--- src/rtl/scope_filter_ctl.sv ---
// Update sequencer for the scope filter: gates input, drains, loads shadow
// coefficients atomically, resets the filter pipeline and hides settling beats.
module scope_filter_ctl #(
  parameter int DRAIN_CYC    = 8,
  parameter int RST_CYC      = 2,
  parameter int SETTLE_BEATS = 16,
  parameter int CW           = 8
) (
  input  logic        clk,
  input  logic        rst,
  input  logic [17:0] reg_aa,
  input  logic [24:0] reg_bb,
  input  logic [24:0] reg_pp,
  input  logic [24:0] reg_kk,
  input  logic        upd_req,
  output logic        upd_ack,
  output logic        busy,
  output logic [17:0] cfg_aa,
  output logic [24:0] cfg_bb,
  output logic [24:0] cfg_pp,
  output logic [24:0] cfg_kk,
  output logic        ctl_rst,
  input  logic        sti_tvalid,
  output logic        sti_tready,
  output logic        flt_tvalid,
  input  logic        flt_tready,
  input  logic        flo_tvalid,
  output logic        flo_tready,
  output logic        sto_tvalid,
  input  logic        sto_tready
);

  typedef enum logic [2:0] {
    ST_IDLE,
    ST_DRAIN,
    ST_LOAD,
    ST_FLUSH,
    ST_SETTLE,
    ST_DONE
  } state_t;

  localparam logic [CW-1:0] DRAIN_LAST  = CW'(DRAIN_CYC - 1);
  localparam logic [CW-1:0] RST_LAST    = CW'(RST_CYC - 1);
  localparam logic [CW-1:0] SETTLE_LAST = CW'((SETTLE_BEATS > 0) ? SETTLE_BEATS - 1 : 0);

  state_t        state_q, state_d;
  logic          pending_q, pending_d;
  logic [CW-1:0] cnt_q, cnt_d;
  logic [17:0]   cfg_aa_q, cfg_aa_d;
  logic [24:0]   cfg_bb_q, cfg_bb_d;
  logic [24:0]   cfg_pp_q, cfg_pp_d;
  logic [24:0]   cfg_kk_q, cfg_kk_d;
  logic          in_stall;

  // Handshakes follow valid/ready: a beat moves when both are high on a clock
  // edge; an offered valid is never withdrawn before its ready arrives.
  assign in_stall = sti_tvalid & ~flt_tready;

  always_ff @(posedge clk or posedge rst) begin
    if (rst) begin
      state_q   <= ST_IDLE;
      pending_q <= 1'b0;
      cnt_q     <= '0;
      cfg_aa_q  <= '0;
      cfg_bb_q  <= '0;
      cfg_pp_q  <= '0;
      cfg_kk_q  <= '0;
    end else begin
      state_q   <= state_d;
      pending_q <= pending_d;
      cnt_q     <= cnt_d;
      cfg_aa_q  <= cfg_aa_d;
      cfg_bb_q  <= cfg_bb_d;
      cfg_pp_q  <= cfg_pp_d;
      cfg_kk_q  <= cfg_kk_d;
    end
  end

  always_comb begin
    state_d    = state_q;
    pending_d  = pending_q | upd_req;
    cnt_d      = cnt_q;
    cfg_aa_d   = cfg_aa_q;
    cfg_bb_d   = cfg_bb_q;
    cfg_pp_d   = cfg_pp_q;
    cfg_kk_d   = cfg_kk_q;
    sti_tready = flt_tready;
    flt_tvalid = sti_tvalid;
    flo_tready = sto_tready;
    sto_tvalid = flo_tvalid;
    ctl_rst    = 1'b0;
    upd_ack    = 1'b0;

    case (state_q)
      ST_IDLE: begin
        // A request arriving on the entry cycle stays pending for the next run.
        if (pending_q && !in_stall) begin
          state_d   = ST_DRAIN;
          pending_d = upd_req;
          cnt_d     = '0;
        end
      end
      ST_DRAIN: begin
        sti_tready = 1'b0;
        flt_tvalid = 1'b0;
        if (cnt_q == DRAIN_LAST) begin
          state_d = ST_LOAD;
          cnt_d   = '0;
        end else begin
          cnt_d = cnt_q + CW'(1);
        end
      end
      ST_LOAD: begin
        sti_tready = 1'b0;
        flt_tvalid = 1'b0;
        cfg_aa_d   = reg_aa;
        cfg_bb_d   = reg_bb;
        cfg_pp_d   = reg_pp;
        cfg_kk_d   = reg_kk;
        state_d    = ST_FLUSH;
        cnt_d      = '0;
      end
      ST_FLUSH: begin
        sti_tready = 1'b0;
        flt_tvalid = 1'b0;
        flo_tready = 1'b1;
        sto_tvalid = 1'b0;
        ctl_rst    = 1'b1;
        if (cnt_q == RST_LAST) begin
          cnt_d   = '0;
          state_d = (SETTLE_BEATS == 0) ? ST_DONE : ST_SETTLE;
        end else begin
          cnt_d = cnt_q + CW'(1);
        end
      end
      ST_SETTLE: begin
        flo_tready = 1'b1;
        sto_tvalid = 1'b0;
        if (flo_tvalid) begin
          if (cnt_q == SETTLE_LAST) begin
            state_d = ST_DONE;
            cnt_d   = '0;
          end else begin
            cnt_d = cnt_q + CW'(1);
          end
        end
      end
      ST_DONE: begin
        upd_ack = 1'b1;
        state_d = ST_IDLE;
      end
      default: begin
        state_d = ST_IDLE;
      end
    endcase
  end

  assign busy   = pending_q | (state_q != ST_IDLE);
  assign cfg_aa = cfg_aa_q;
  assign cfg_bb = cfg_bb_q;
  assign cfg_pp = cfg_pp_q;
  assign cfg_kk = cfg_kk_q;

endmodule

--- config.mk ---
export PLATFORM = sky130hd
export DESIGN_NAME = scope_filter_ctl
export DESIGN_NICKNAME = d
export VERILOG_FILES = /design/src/rtl/scope_filter_ctl.sv
export SDC_FILE = /design/constraint.sdc
export NUM_CORES = 1
export LEC_CHECK = 0
export ABC_AREA = 1
export CAP_MARGIN = 40
export CORE_ASPECT_RATIO = 1.75
export CORE_MARGIN = 5
export CORE_UTILIZATION = 46
export CTS_CLUSTER_DIAMETER = 50
export DETAILED_ROUTE_END_ITERATION = 6
export PLACE_DENSITY = 0.95
export SYNTH_ARGS = -nofsm -noshare
export SYNTH_HDL_FRONTEND = slang
export SYNTH_SLANG_ARGS = --single-unit
--- constraint.sdc ---
create_clock -name clk -period 8.3 [get_ports clk]
set_input_delay 1.66 -clock clk [delete_from_list [all_inputs] [get_ports clk]]
set_output_delay 1.66 -clock clk [all_outputs]
set_load 0.05 [all_outputs]
# == After elaboration in Yosys (flattened, before gate mapping) ==
# Cells that the tools add are included.
# totals
latchBits,0
ram_bits,0
out_inout_bits,100
wordCells,54
ff_bits,105
in_bits,100
mem_count,0
mem_bits_ro,0
# classes
shifts,0
eq_ne,13
n_lt_le_gt_ge,0
reduce_logical,9
mul,0
n_addsub,1
n_mux,20
bitwise,4
div,0
# ops
cell,n
$mux W8,5
$pmux W8 S5,1
$mux W3,5
$pmux W3 S5,1
$ne A2 B2 Y1 const B,5
$add A8 B1 Y8 const B,1
$eq A8 B1 Y1 const B,1
$eq A8 B3 Y1 const B,1
$eq A8 B4 Y1 const B,1
$mux W1,8
$eq A3 B2 Y1 const B,2
$eq A3 B3 Y1 const B,2
$reduce_and A5 Y1,1
$reduce_bool A5 Y1,1
$eq A3 B1 Y1 const B,1
$logic_not A3 Y1,1
$reduce_and A3 Y1,1
$reduce_bool A3 Y1,1
$reduce_or A3 Y1,1
$or A1 B1 Y1,2
$reduce_or A2 Y1,1
$and A1 B1 Y1,1
$logic_and A1 B1 Y1,1
$logic_not A1 Y1,1
$not A1 Y1,1

# == Logic depth before layout (Yosys ltp) ==
# Gate-level depths: netlist (run 1).
# logic_depth
word_depth,6
ltp_mapped,9
mapped_depth_nobuf,9

# == Worst setup path before layout (run 1) ==
# OpenSTA, ideal clock, no wires.
# synth_path
path_kind,input-to-output
from,in flt_tready
to,out sti_tready
required_time_ns,6.640
path_buffers,0
t_arrival_ns,2.351
path_slack_ns,4.289
cell_stages,2
cell_sequence,inv_1 -> nor2_1
# synth_via
elab_chain_len,1
# synth_rtl
element,line,source
from (decl),26,"input logic flt_tready,"
$mux W1,94,case (state_q)
to (decl),24,"output logic sti_tready,"
# No other way between the ends.

# == Worst setup path in the final report (run 1) ==
# layout_path
from,in sti_tvalid
to,out flt_tvalid
# layout_via
elab_chain_len,1
# layout_rtl
element,line,source
from (decl),23,"input logic sti_tvalid,"
$mux W1,94,
to (decl),25,"output logic flt_tvalid,"
# No other way between the ends.

==> impl_metrics.env, run 1 <==
export IMPL_status="finished, final reports clean"
export IMPL_drt_iter0_markers=109
export IMPL_powerDensity_nw_per_um2=490
export IMPL_post_cts_buffers=0
export IMPL_cts_resized=0
export IMPL_busiest_layer="met2"
export IMPL_netSwitchingFraction_pct=46.6
export IMPL_critPathSlowestCell="clkdlybuf4s50_1"
export IMPL_holdPathStages=1
export IMPL_synth_avg_cell_area_sq_um=13.6
export IMPL_fin_ws_ns=3.55
export IMPL_grt_remaining_overflow=0
export IMPL_antenna_found_initial=0
export IMPL_critical_path_class="input pin to output port"
export IMPL_finClkSkew_ns=0.00771
export IMPL_drt_pass1_iterations=4
export IMPL_p_leak_nw=3.30
export IMPL_area_delta_synth_final_pct=50.0
export IMPL_async_flop_share_pct=100
export IMPL_cts_max_level=3
export IMPL_grt_pass1_vias=3645
export IMPL_use_met3_pct=5.45
export IMPL_min_path_type="flip-flop to flip-flop"
export IMPL_die_area_sq_um=12400
export IMPL_clkPwrFrac_pct=12.4
export IMPL_relSlewSlack_pct=55.3
export IMPL_root_buffer="clkbuf_16"
export IMPL_drt_wirelength_per_cell_um=18.9
export IMPL_cts_sinks=105
export IMPL_max_cap_violations=0
export IMPL_vias=3344
export IMPL_cts_tree="built"
export IMPL_cts_hold_buf=0
export IMPL_clk_pin_slew_ns=0.07
export IMPL_clockBufferDepth=2
export IMPL_grt_use_total_pct=20.6
export IMPL_netlist_area_sq_um=4700
export IMPL_syn_num_nets=448
export IMPL_wl_um=12800
export IMPL_port_buffers=199
export IMPL_use_met1_pct=20.8
export IMPL_preCtsSetupSlack_ns=3.55
export IMPL_synth_top_area_share_pct=55.9
export IMPL_synth_most_common_cell="dfrtp_1"
export IMPL_ir_worst_vdd_mv=0.319
export IMPL_gp_congestion=0.866
export IMPL_critPathMaxFanout=2
export IMPL_yosys_register_bits=105
export IMPL_slew_violations=0
export IMPL_path_common_cell="clkdlybuf4s50_1"
export IMPL_io_pins=200
export IMPL_start_util_pct=46.2
export IMPL_core_area_sq_um=10200
export IMPL_internal_power_mw=1.85
export IMPL_crit_chain="clkdlybuf4s50_1 > inv_1 > nor2_1 > clkdlybuf4s50_1"
export IMPL_clk_latency_ns=0.33
export IMPL_r2r_start="state_q[2]$_DFFE_PP0P_"
export IMPL_period_share_pct=57.3
export IMPL_setup_viol=0
export IMPL_synth_ff_type="dfrtp_1"
export IMPL_ys_top_cells_by_count="105 x dfrtp_1, 59 x mux2_4, 47 x nand2_1, 34 x mux2_2, 25 x inv_1"
export IMPL_hold_path_startpoint="cfg_aa[6]$_DFFE_PP0N_"
export IMPL_finalCriticalPeriod_ns=4.75
export IMPL_worst_r2r_setup_slack_ns=6.12
export IMPL_ant_nets=0
export IMPL_comb_power_share_pct=61.0
export IMPL_synthCells=346
export IMPL_rows=49
export IMPL_cts_inserted_buffers=9
export IMPL_cp_data_arrival_time_ns=3.09
export IMPL_max_stage_delay_ns=0.80
export IMPL_yosysUniqueCellTypes=30
export IMPL_startpoint_type="input pin"
export IMPL_cp_required_ns=6.64
export IMPL_post_synth_top_area_cell="dfrtp_1"
export IMPL_grt_util_met2_pct=39.3
export IMPL_grt_max_degree=61
export IMPL_drcViolationCount=0
export IMPL_ys_seq_area_share_pct=55.9
export IMPL_die_w_um=86.4
export IMPL_synthTopCellsByArea="dfrtp_1 56%, mux2_4 19%, mux2_2 8.1%"
export IMPL_worstMarginPinSlew_ns=0.670
export IMPL_cp_end_kind="output port"
export IMPL_antenna_cells=0
export IMPL_fin_tns_setup_ns=0
export IMPL_nNetsFinal=649
export IMPL_die_height_um=144
export IMPL_power_frac_seq_pct=26.6
export IMPL_p_sw_mw=1.61
export IMPL_rr_worst_depth=5
export IMPL_holdPathEnd="cfg_aa[6]$_DFFE_PP0N_"
export IMPL_rsz0062_at_grt="false"
export IMPL_synth_warnings=0
export IMPL_hpwl_um=10100
export IMPL_r2r_end="cfg_kk[24]$_DFFE_PP0N_"
export IMPL_hold_viol=0
export IMPL_synth_edf_count=0
export IMPL_drive_gt1_share_pct=23.0
export IMPL_timing_fmax_mhz=210
export IMPL_grt_pass1_wl_um=19500
export IMPL_vias_per_cell=4.93
placed cells by master (no fill, tap or decap), drive strengths merged:
cell type      Yosys  final
a21o               1      1
buf               12      3
bufinv             0      1
clkbuf             0     12
clkdlybuf4s50      0    199
clkinv             0      1
dfrtp            105    105
ha                 2      2
inv               29     30
mux2              93     93
nand2             50     50
nand3             19     19
nand4              4      4
nor2              22     22
o211ai             1      1
o21ai              3      3
o21bai             2      2
or2                1      1
xor2               2      2
through the flow:
step / utilization [%] / area, sq um / hold slack, ns / power (mW) / cells
after detailed placement: 66.3 / 6750 / 0.493 / 3.04 / 663
final: 69.3 / 7050 / 0.509 / 3.45 / 678
after global routing: 69.3 / 7050 / 0.518 / 3.60 / 678
after global placement: 66.1 / 6720 / 0.487 / 2.97 / 662
after floorplan: - / 4700 / 0.475 / 2.37 / 346
after CTS: 69.3 / 7050 / 0.508 / 3.49 / 678
power groups by stage:
stage                     Clock [mW]  Combinational (mW)  Sequential (mW)
after floorplan                    0               0.648             1.72
after CTS                      0.442                2.12            0.921
after global placement             0                2.07            0.900
after detailed placement           0                2.11            0.929
after global routing           0.463                2.18            0.950
final                          0.430                2.11            0.918
logic make-up after synthesis:
group | synth area share [%]
buffers and inverters | 5.53
DFF | 55.9
and+or+nand+nor | 9.50
AOI/OAI and AO/OA | 1.22
xor gates and xnor gates | 0.373
adders and majority gates | 0.532
muxes | 27.0
registers in the layout, summed over array words and instances, names as in the netlist:
| register | count |
|---|---|
| cfg_bb | 25 |
| cfg_kk | 25 |
| cfg_pp | 25 |
| cfg_aa | 18 |
| cnt_q | 8 |
| state_q | 3 |
| pending_q | 1 |
cell type report:
type / instances / area, sq um
Clock buffer: 12 / 256
Tap cell: 127 / 159
Clock inverter: 3 / 47.5
Multi-Input combinational cell: 200 / 1820
Sequential cell: 105 / 2630
Timing Repair Buffer: 202 / 2030
Fill cell: 737 / 3120
Inverter: 29 / 114
per-layer routing:
| layer | wire length (um) | part of all wire [%] | vias to the layer above |
|---|---|---|---|
| li1 | - | - | 1544 |
| met2 | 7330 | 57 | 125 |
| met1 | 4350 | 34 | 1650 |
| met5 | 0 | 0 | - |
| met3 | 785 | 6.1 | 25 |
| met4 | 350 | 2.7 | 0 |
worst max path at each step:
stage                from               endpoint  cells past startpoint
2_1_floorplan         rst  cfg_aa[0]$_DFFE_PP0N_                      1
3_3_place_gp   sti_tvalid             flt_tvalid                      4
3_5_place_dp   sti_tvalid             flt_tvalid                      4
4_1_cts        sti_tvalid             flt_tvalid                      4
5_1_grt        sti_tvalid             flt_tvalid                      4
6_report       sti_tvalid             flt_tvalid                      4
worst max-delay path: cells and delay by family:
family,cells,cell delay [ns]
and+or+nand+nor,1,0.09
buffers and inverters,3,1.34
Power figures use the tool's default switching activity.
==> run 2: changes to the inputs <==
--- a/config.mk
+++ b/config.mk
@@ -9,10 +9,10 @@
 export CAP_MARGIN = 40
 export CORE_ASPECT_RATIO = 1.75
 export CORE_MARGIN = 5
-export CORE_UTILIZATION = 46
+export CORE_UTILIZATION = 43
 export CTS_CLUSTER_DIAMETER = 50
 export DETAILED_ROUTE_END_ITERATION = 6
-export PLACE_DENSITY = 0.95
+export PLACE_DENSITY = 0.9
 export SYNTH_ARGS = -nofsm -noshare
 export SYNTH_HDL_FRONTEND = slang
 export SYNTH_SLANG_ARGS = --single-unit
==> constraint.sdc (replaced) <==
create_clock -name clk -period 4.84 [get_ports clk]
set_input_delay 0.968 -clock clk [delete_from_list [all_inputs] [get_ports clk]]
set_output_delay 0.968 -clock clk [all_outputs]
set_load 0.05 [all_outputs]
==> impl_metrics.env, run 2 (same netlist as run 1, synthesis figures left out) <==
export IMPL_mostFrequentLayoutCells="199 x clkdlybuf4s50_1, 105 x dfrtp_1, 59 x mux2_4, 47 x nand2_1, 34 x mux2_2"
export IMPL_slew_violations=0
export IMPL_dpl_instance_area_sq_um=6740
export IMPL_grt_pass1_vias=3721
export IMPL_antenna_cells=0
export IMPL_hold_slack_ns=0.504
export IMPL_rsz0062_at_grt="false"
export IMPL_cp_required_ns=3.87
export IMPL_rows=50
export IMPL_status="finished, final reports clean"
export IMPL_cts_sinks=105
export IMPL_drt_wirelength_per_cell_um=17.3
export IMPL_hold_viol=0
export IMPL_critPathMaxFanout=2
export IMPL_antenna_found_initial=0
export IMPL_nFillCells=790
export IMPL_cp_num_buf_inv=3
export IMPL_io_pins=200
export IMPL_grt_pass1_wl_um=18700
export IMPL_root_buffer="clkbuf_16"
export IMPL_start_util_pct=44.0
export IMPL_setup_viol=0
export IMPL_startpoint_type="input pin"
export IMPL_die_area_sq_um=13200
export IMPL_fin_ws_ns=1.43
export IMPL_r2r_start="state_q[2]$_DFFE_PP0P_"
export IMPL_grt_remaining_overflow=0
export IMPL_fin_tns_setup_ns=0
export IMPL_port_buffers=199
export IMPL_ff_latch_area_sq_um=2630
export IMPL_post_route_util_pct=65.5
export IMPL_p_leak_nw=3.27
export IMPL_finClkSkew_ns=0.0171
export IMPL_timing_fmax_mhz=293
export IMPL_holdPathEnd="cfg_pp[9]$_DFFE_PP0N_"
export IMPL_max_stage_delay_ns=0.83
export IMPL_total_power_mw=5.80
export IMPL_preCtsSetupSlack_ns=1.43
export IMPL_area_delta_synth_final_pct=49.1
export IMPL_grt_max_degree=49
export IMPL_power_frac_seq_pct=27.0
export IMPL_crit_chain="clkdlybuf4s50_1 > inv_1 > nor2_1 > clkdlybuf4s50_1"
export IMPL_p_sw_mw=2.72
export IMPL_cp_data_arrival_time_ns=2.44
export IMPL_multi_input_area_sq_um=1820
export IMPL_vias=3315
export IMPL_nNetsFinal=650
export IMPL_drive_gt1_share_pct=23.1
export IMPL_numPlacedInstances=667
export IMPL_die_height_um=148
export IMPL_ir_worst_vdd_mv=0.500
export IMPL_max_cap_violations=0
export IMPL_hold_path_startpoint="cfg_pp[9]$_DFFE_PP0N_"
export IMPL_powerDensity_nw_per_um2=827
export IMPL_worstMarginPinSlew_ns=0.855
export IMPL_instances_no_fill=683
export IMPL_cts_tree="built"
export IMPL_clk_latency_ns=0.33
export IMPL_comb_power_share_pct=61.6
export IMPL_die_w_um=89.1
export IMPL_relSlewSlack_pct=43.0
export IMPL_clk_pin_slew_ns=0.06
export IMPL_cts_resized=0
export IMPL_path_common_cell="clkdlybuf4s50_1"
export IMPL_r2r_end="state_q[1]$_DFFE_PP0P_"
export IMPL_final_area_sq_um=7010
export IMPL_drt_pass1_iterations=4
export IMPL_hpwl_um=9190
export IMPL_post_cts_buffers=0
export IMPL_rr_worst_depth=6
export IMPL_finalCriticalPeriod_ns=3.41
export IMPL_drt_iter0_markers=62
export IMPL_critPathSlowestCell="clkdlybuf4s50_1"
export IMPL_layout_commonest_cell="clkdlybuf4s50_1"
export IMPL_internal_power_mw=3.08
export IMPL_ant_nets=0
export IMPL_critical_path_class="input pin to output port"
export IMPL_period_share_pct=70.4
export IMPL_clkPwrFrac_pct=11.4
export IMPL_grt_use_total_pct=18.2
export IMPL_cp_end_kind="output port"
export IMPL_netSwitchingFraction_pct=46.9
export IMPL_cts_hold_buf=0
export IMPL_cts_max_level=3
export IMPL_wl_um=11800
export IMPL_core_area_sq_um=10700
export IMPL_worst_r2r_setup_slack_ns=2.92
export IMPL_clockBufferDepth=2
export IMPL_drcViolationCount=0
export IMPL_holdPathStages=1
export IMPL_vias_per_cell=4.85
export IMPL_cts_inserted_buffers=9
export IMPL_crit_family="buffers and inverters"
export IMPL_gp_congestion=0.880
export IMPL_min_path_type="flip-flop to flip-flop"
==> run 2: cell types whose count changed in the layout (fill, tap and decap cells not counted), sizes merged <==
cell / delta
clkinvlp: +2
buf: +1
bufinv: -1
clkbuf: -1
inv: +1
==> run 2: how the worst max path moves through the flow <==
stage,start,to,depth (start not counted)
after floorplan,rst,cfg_aa[0]$_DFFE_PP0N_,1
after global placement,sti_tvalid,flt_tvalid,4
after detailed placement,sti_tvalid,flt_tvalid,4
after CTS,sti_tvalid,flt_tvalid,4
after global routing,sti_tvalid,flt_tvalid,4
final,sti_tvalid,flt_tvalid,4
==> run 2: layout make-up <==
| cell class | count | share of cell area, % |
|---|---|---|
| Multi-Input combinational cell | 200 | 25.9 |
| Clock buffer | 11 | 3.32 |
| Tap cell | 130 | 2.32 |
| Timing Repair Buffer | 203 | 28.8 |
| Inverter | 29 | 1.62 |
| Sequential cell | 105 | 37.5 |
| Clock inverter | 5 | 0.535 |
==> run 2: power groups by stage <==
stage	combinational, mW	sequential [mW]	clock [mW]
after floorplan	1.11	2.95	0
after global placement	3.53	1.55	0
after detailed placement	3.59	1.58	0
after CTS	3.61	1.57	0.684
after global routing	3.73	1.62	0.722
final	3.58	1.56	0.662
==> run 2: worst reg2reg max path: cells and delay by family (launching register included) <==
kind | cells | cell delay [ns]
flops | 1 | 0.48
simple gates | 3 | 0.31
compound gates | 1 | 0.28
buf+inv | 2 | 0.74
==> run 2: metal layers <==
metal / part of all wire, % / wire length (um) / GRT usage (%) / up-vias
li1: - / - / - / 1545
met1: 36 / 4220 / 19.3 / 1619
met2: 55 / 6470 / 33.7 / 138
met3: 8.0 / 942 / 5.65 / 13
met4: 1.7 / 197 / 5.29 / 0
met5: 0 / 0 / 0 / -
==> run 3: changes to the inputs <==
==> constraint.sdc (replaced) <==
create_clock -name clk -period 3.2 [get_ports clk]
set_input_delay 0.64 -clock clk [delete_from_list [all_inputs] [get_ports clk]]
set_output_delay 0.64 -clock clk [all_outputs]
set_load 0.05 [all_outputs]
==> impl_metrics.env, run 3 (same netlist as run 1, synthesis figures left out) <==
export IMPL_worstMarginPinSlew_ns=0.723
export IMPL_preCtsSetupSlack_ns=0.476
export IMPL_crit_chain="inv_2 > nand2_2 > nor2_4 > inv_2 > nand2_1 > or2_2 > clkdlybuf4s50_1"
export IMPL_gp_congestion=0.866
export IMPL_critPathSlowestCell="clkdlybuf4s50_1"
export IMPL_clk_latency_ns=0.33
export IMPL_vias=3340
export IMPL_fin_ws_ns=0.326
export IMPL_rows=50
export IMPL_die_w_um=89.1
export IMPL_ant_nets=0
export IMPL_core_area_sq_um=10700
export IMPL_grt_pass1_vias=3766
export IMPL_wl_um=12100
export IMPL_cp_required_ns=2.56
export IMPL_post_cts_buffers=0
export IMPL_die_height_um=148
export IMPL_cts_tree="built"
export IMPL_finClkSkew_ns=0.00795
export IMPL_drt_pass1_iterations=4
export IMPL_antenna_cells=0
export IMPL_start_util_pct=44.0
export IMPL_cts_max_level=3
export IMPL_hpwl_um=9090
export IMPL_crit_family="buffers and inverters"
export IMPL_p_sw_mw=4.14
export IMPL_nNetsFinal=648
export IMPL_startpoint_type="flip-flop"
export IMPL_max_stage_delay_ns=0.80
export IMPL_r2r_end="cfg_bb[24]$_DFFE_PP0N_"
export IMPL_drcViolationCount=0
export IMPL_relSlewSlack_pct=51.8
export IMPL_min_path_type="flip-flop to flip-flop"
export IMPL_holdPathEnd="pending_q$_DFF_PP0_"
export IMPL_grt_remaining_overflow=0
export IMPL_status="finished, final reports clean"
export IMPL_r2r_start="state_q[2]$_DFFE_PP0P_"
export IMPL_drt_iter0_markers=95
export IMPL_cp_end_kind="output port"
export IMPL_power_frac_seq_pct=26.9
export IMPL_cp_num_buf_inv=3
export IMPL_layout_commonest_cell="clkdlybuf4s50_1"
export IMPL_grt_pass1_wl_um=18700
export IMPL_netSwitchingFraction_pct=47.0
export IMPL_drive_gt1_share_pct=22.9
export IMPL_hold_path_startpoint="pending_q$_DFF_PP0_"
export IMPL_grt_use_total_pct=18.3
export IMPL_nFillCells=767
export IMPL_max_cap_violations=0
export IMPL_grt_max_degree=95
export IMPL_hold_viol=0
export IMPL_holdPathStages=1
export IMPL_total_power_mw=8.81
export IMPL_p_leak_nw=3.26
export IMPL_cts_inserted_buffers=9
export IMPL_timing_fmax_mhz=348
export IMPL_cp_data_arrival_time_ns=2.23
export IMPL_rsz0062_at_grt="false"
export IMPL_powerDensity_nw_per_um2=1250
export IMPL_ir_worst_vdd_mv=0.760
export IMPL_cts_hold_buf=0
export IMPL_clkPwrFrac_pct=11.5
export IMPL_clk_pin_slew_ns=0.07
export IMPL_mostFrequentLayoutCells="199 x clkdlybuf4s50_1, 105 x dfrtp_1, 59 x mux2_4, 47 x nand2_1, 34 x mux2_2"
export IMPL_vias_per_cell=4.91
export IMPL_period_share_pct=89.8
export IMPL_cts_sinks=105
export IMPL_drt_wirelength_per_cell_um=17.7
export IMPL_cts_resized=0
export IMPL_setup_viol=0
export IMPL_worst_r2r_setup_slack_ns=1.42
export IMPL_io_pins=200
export IMPL_rr_worst_depth=4
export IMPL_finalCriticalPeriod_ns=2.87
export IMPL_root_buffer="clkbuf_16"
export IMPL_path_common_cell="inv_2"
export IMPL_critical_path_class="flip-flop to output port"
export IMPL_die_area_sq_um=13200
export IMPL_internal_power_mw=4.66
export IMPL_port_buffers=199
export IMPL_antenna_found_initial=0
export IMPL_clockBufferDepth=2
export IMPL_critPathMaxFanout=5
export IMPL_slew_violations=0
export IMPL_comb_power_share_pct=61.6
export IMPL_fin_tns_setup_ns=0
export IMPL_area_delta_synth_final_pct=49.3
-- run 3: area by class of cell --
| type | instances | area [sq um] | area share, % |
|---|---|---|---|
| repair buffers | 201 | 2030 | 28.9 |
| multi-input cells | 200 | 1820 | 25.9 |
| flip-flops and latches | 105 | 2630 | 37.4 |
| inverters | 29 | 115 | 1.64 |
| clock buffers | 10 | 229 | 3.26 |
| clock inverters | 5 | 40.0 | 0.570 |
| well taps | 130 | 163 | 2.32 |
-- run 3: worst max-delay path by stage --
stage | start | endpoint | cells past startpoint
after floorplan | state_q[1]$_DFFE_PP0P_ | sto_tvalid | 6
after CTS | state_q[0]$_DFFE_PP0P_ | flo_tready | 7
after global placement | sti_tvalid | flt_tvalid | 4
after global routing | state_q[0]$_DFFE_PP0P_ | flo_tready | 7
final | state_q[0]$_DFFE_PP0P_ | flo_tready | 7
after detailed placement | flt_tready | sti_tready | 4
-- run 3: through the flow --
| step | cells | area (sq um) | hold WS (ns) | utilization (%) |
|---|---|---|---|---|
| 3_3_place_gp | 665 | 6750 | 0.487 | 63.1 |
| 2_1_floorplan | 346 | 4710 | 0.475 | - |
| 4_1_cts | 680 | 7020 | 0.507 | 65.6 |
| 5_1_grt | 680 | 7020 | 0.516 | 65.6 |
| 6_report | 680 | 7020 | 0.502 | 65.6 |
| 3_5_place_dp | 665 | 6750 | 0.491 | 63.1 |
-- run 3: metal layers --
metal  track usage (%)  vias to the layer above  share of wire [%]
met1              19.4                     1618                 35
li1                  -                     1542                  -
met5                 0                        -                  0
met2              33.4                      161                 54
met4              6.18                        0                1.8
met3              5.54                       19                9.9
-- run 3: power by group through the flow --
stage                     Clock, mW  Sequential (mW)  Combinational (mW)
after floorplan                   0             4.47                1.68
after global placement            0             2.34                5.37
after detailed placement          0             2.39                5.44
after CTS                      1.05             2.38                5.47
after global routing           1.10             2.45                5.63
final                          1.01             2.37                5.43
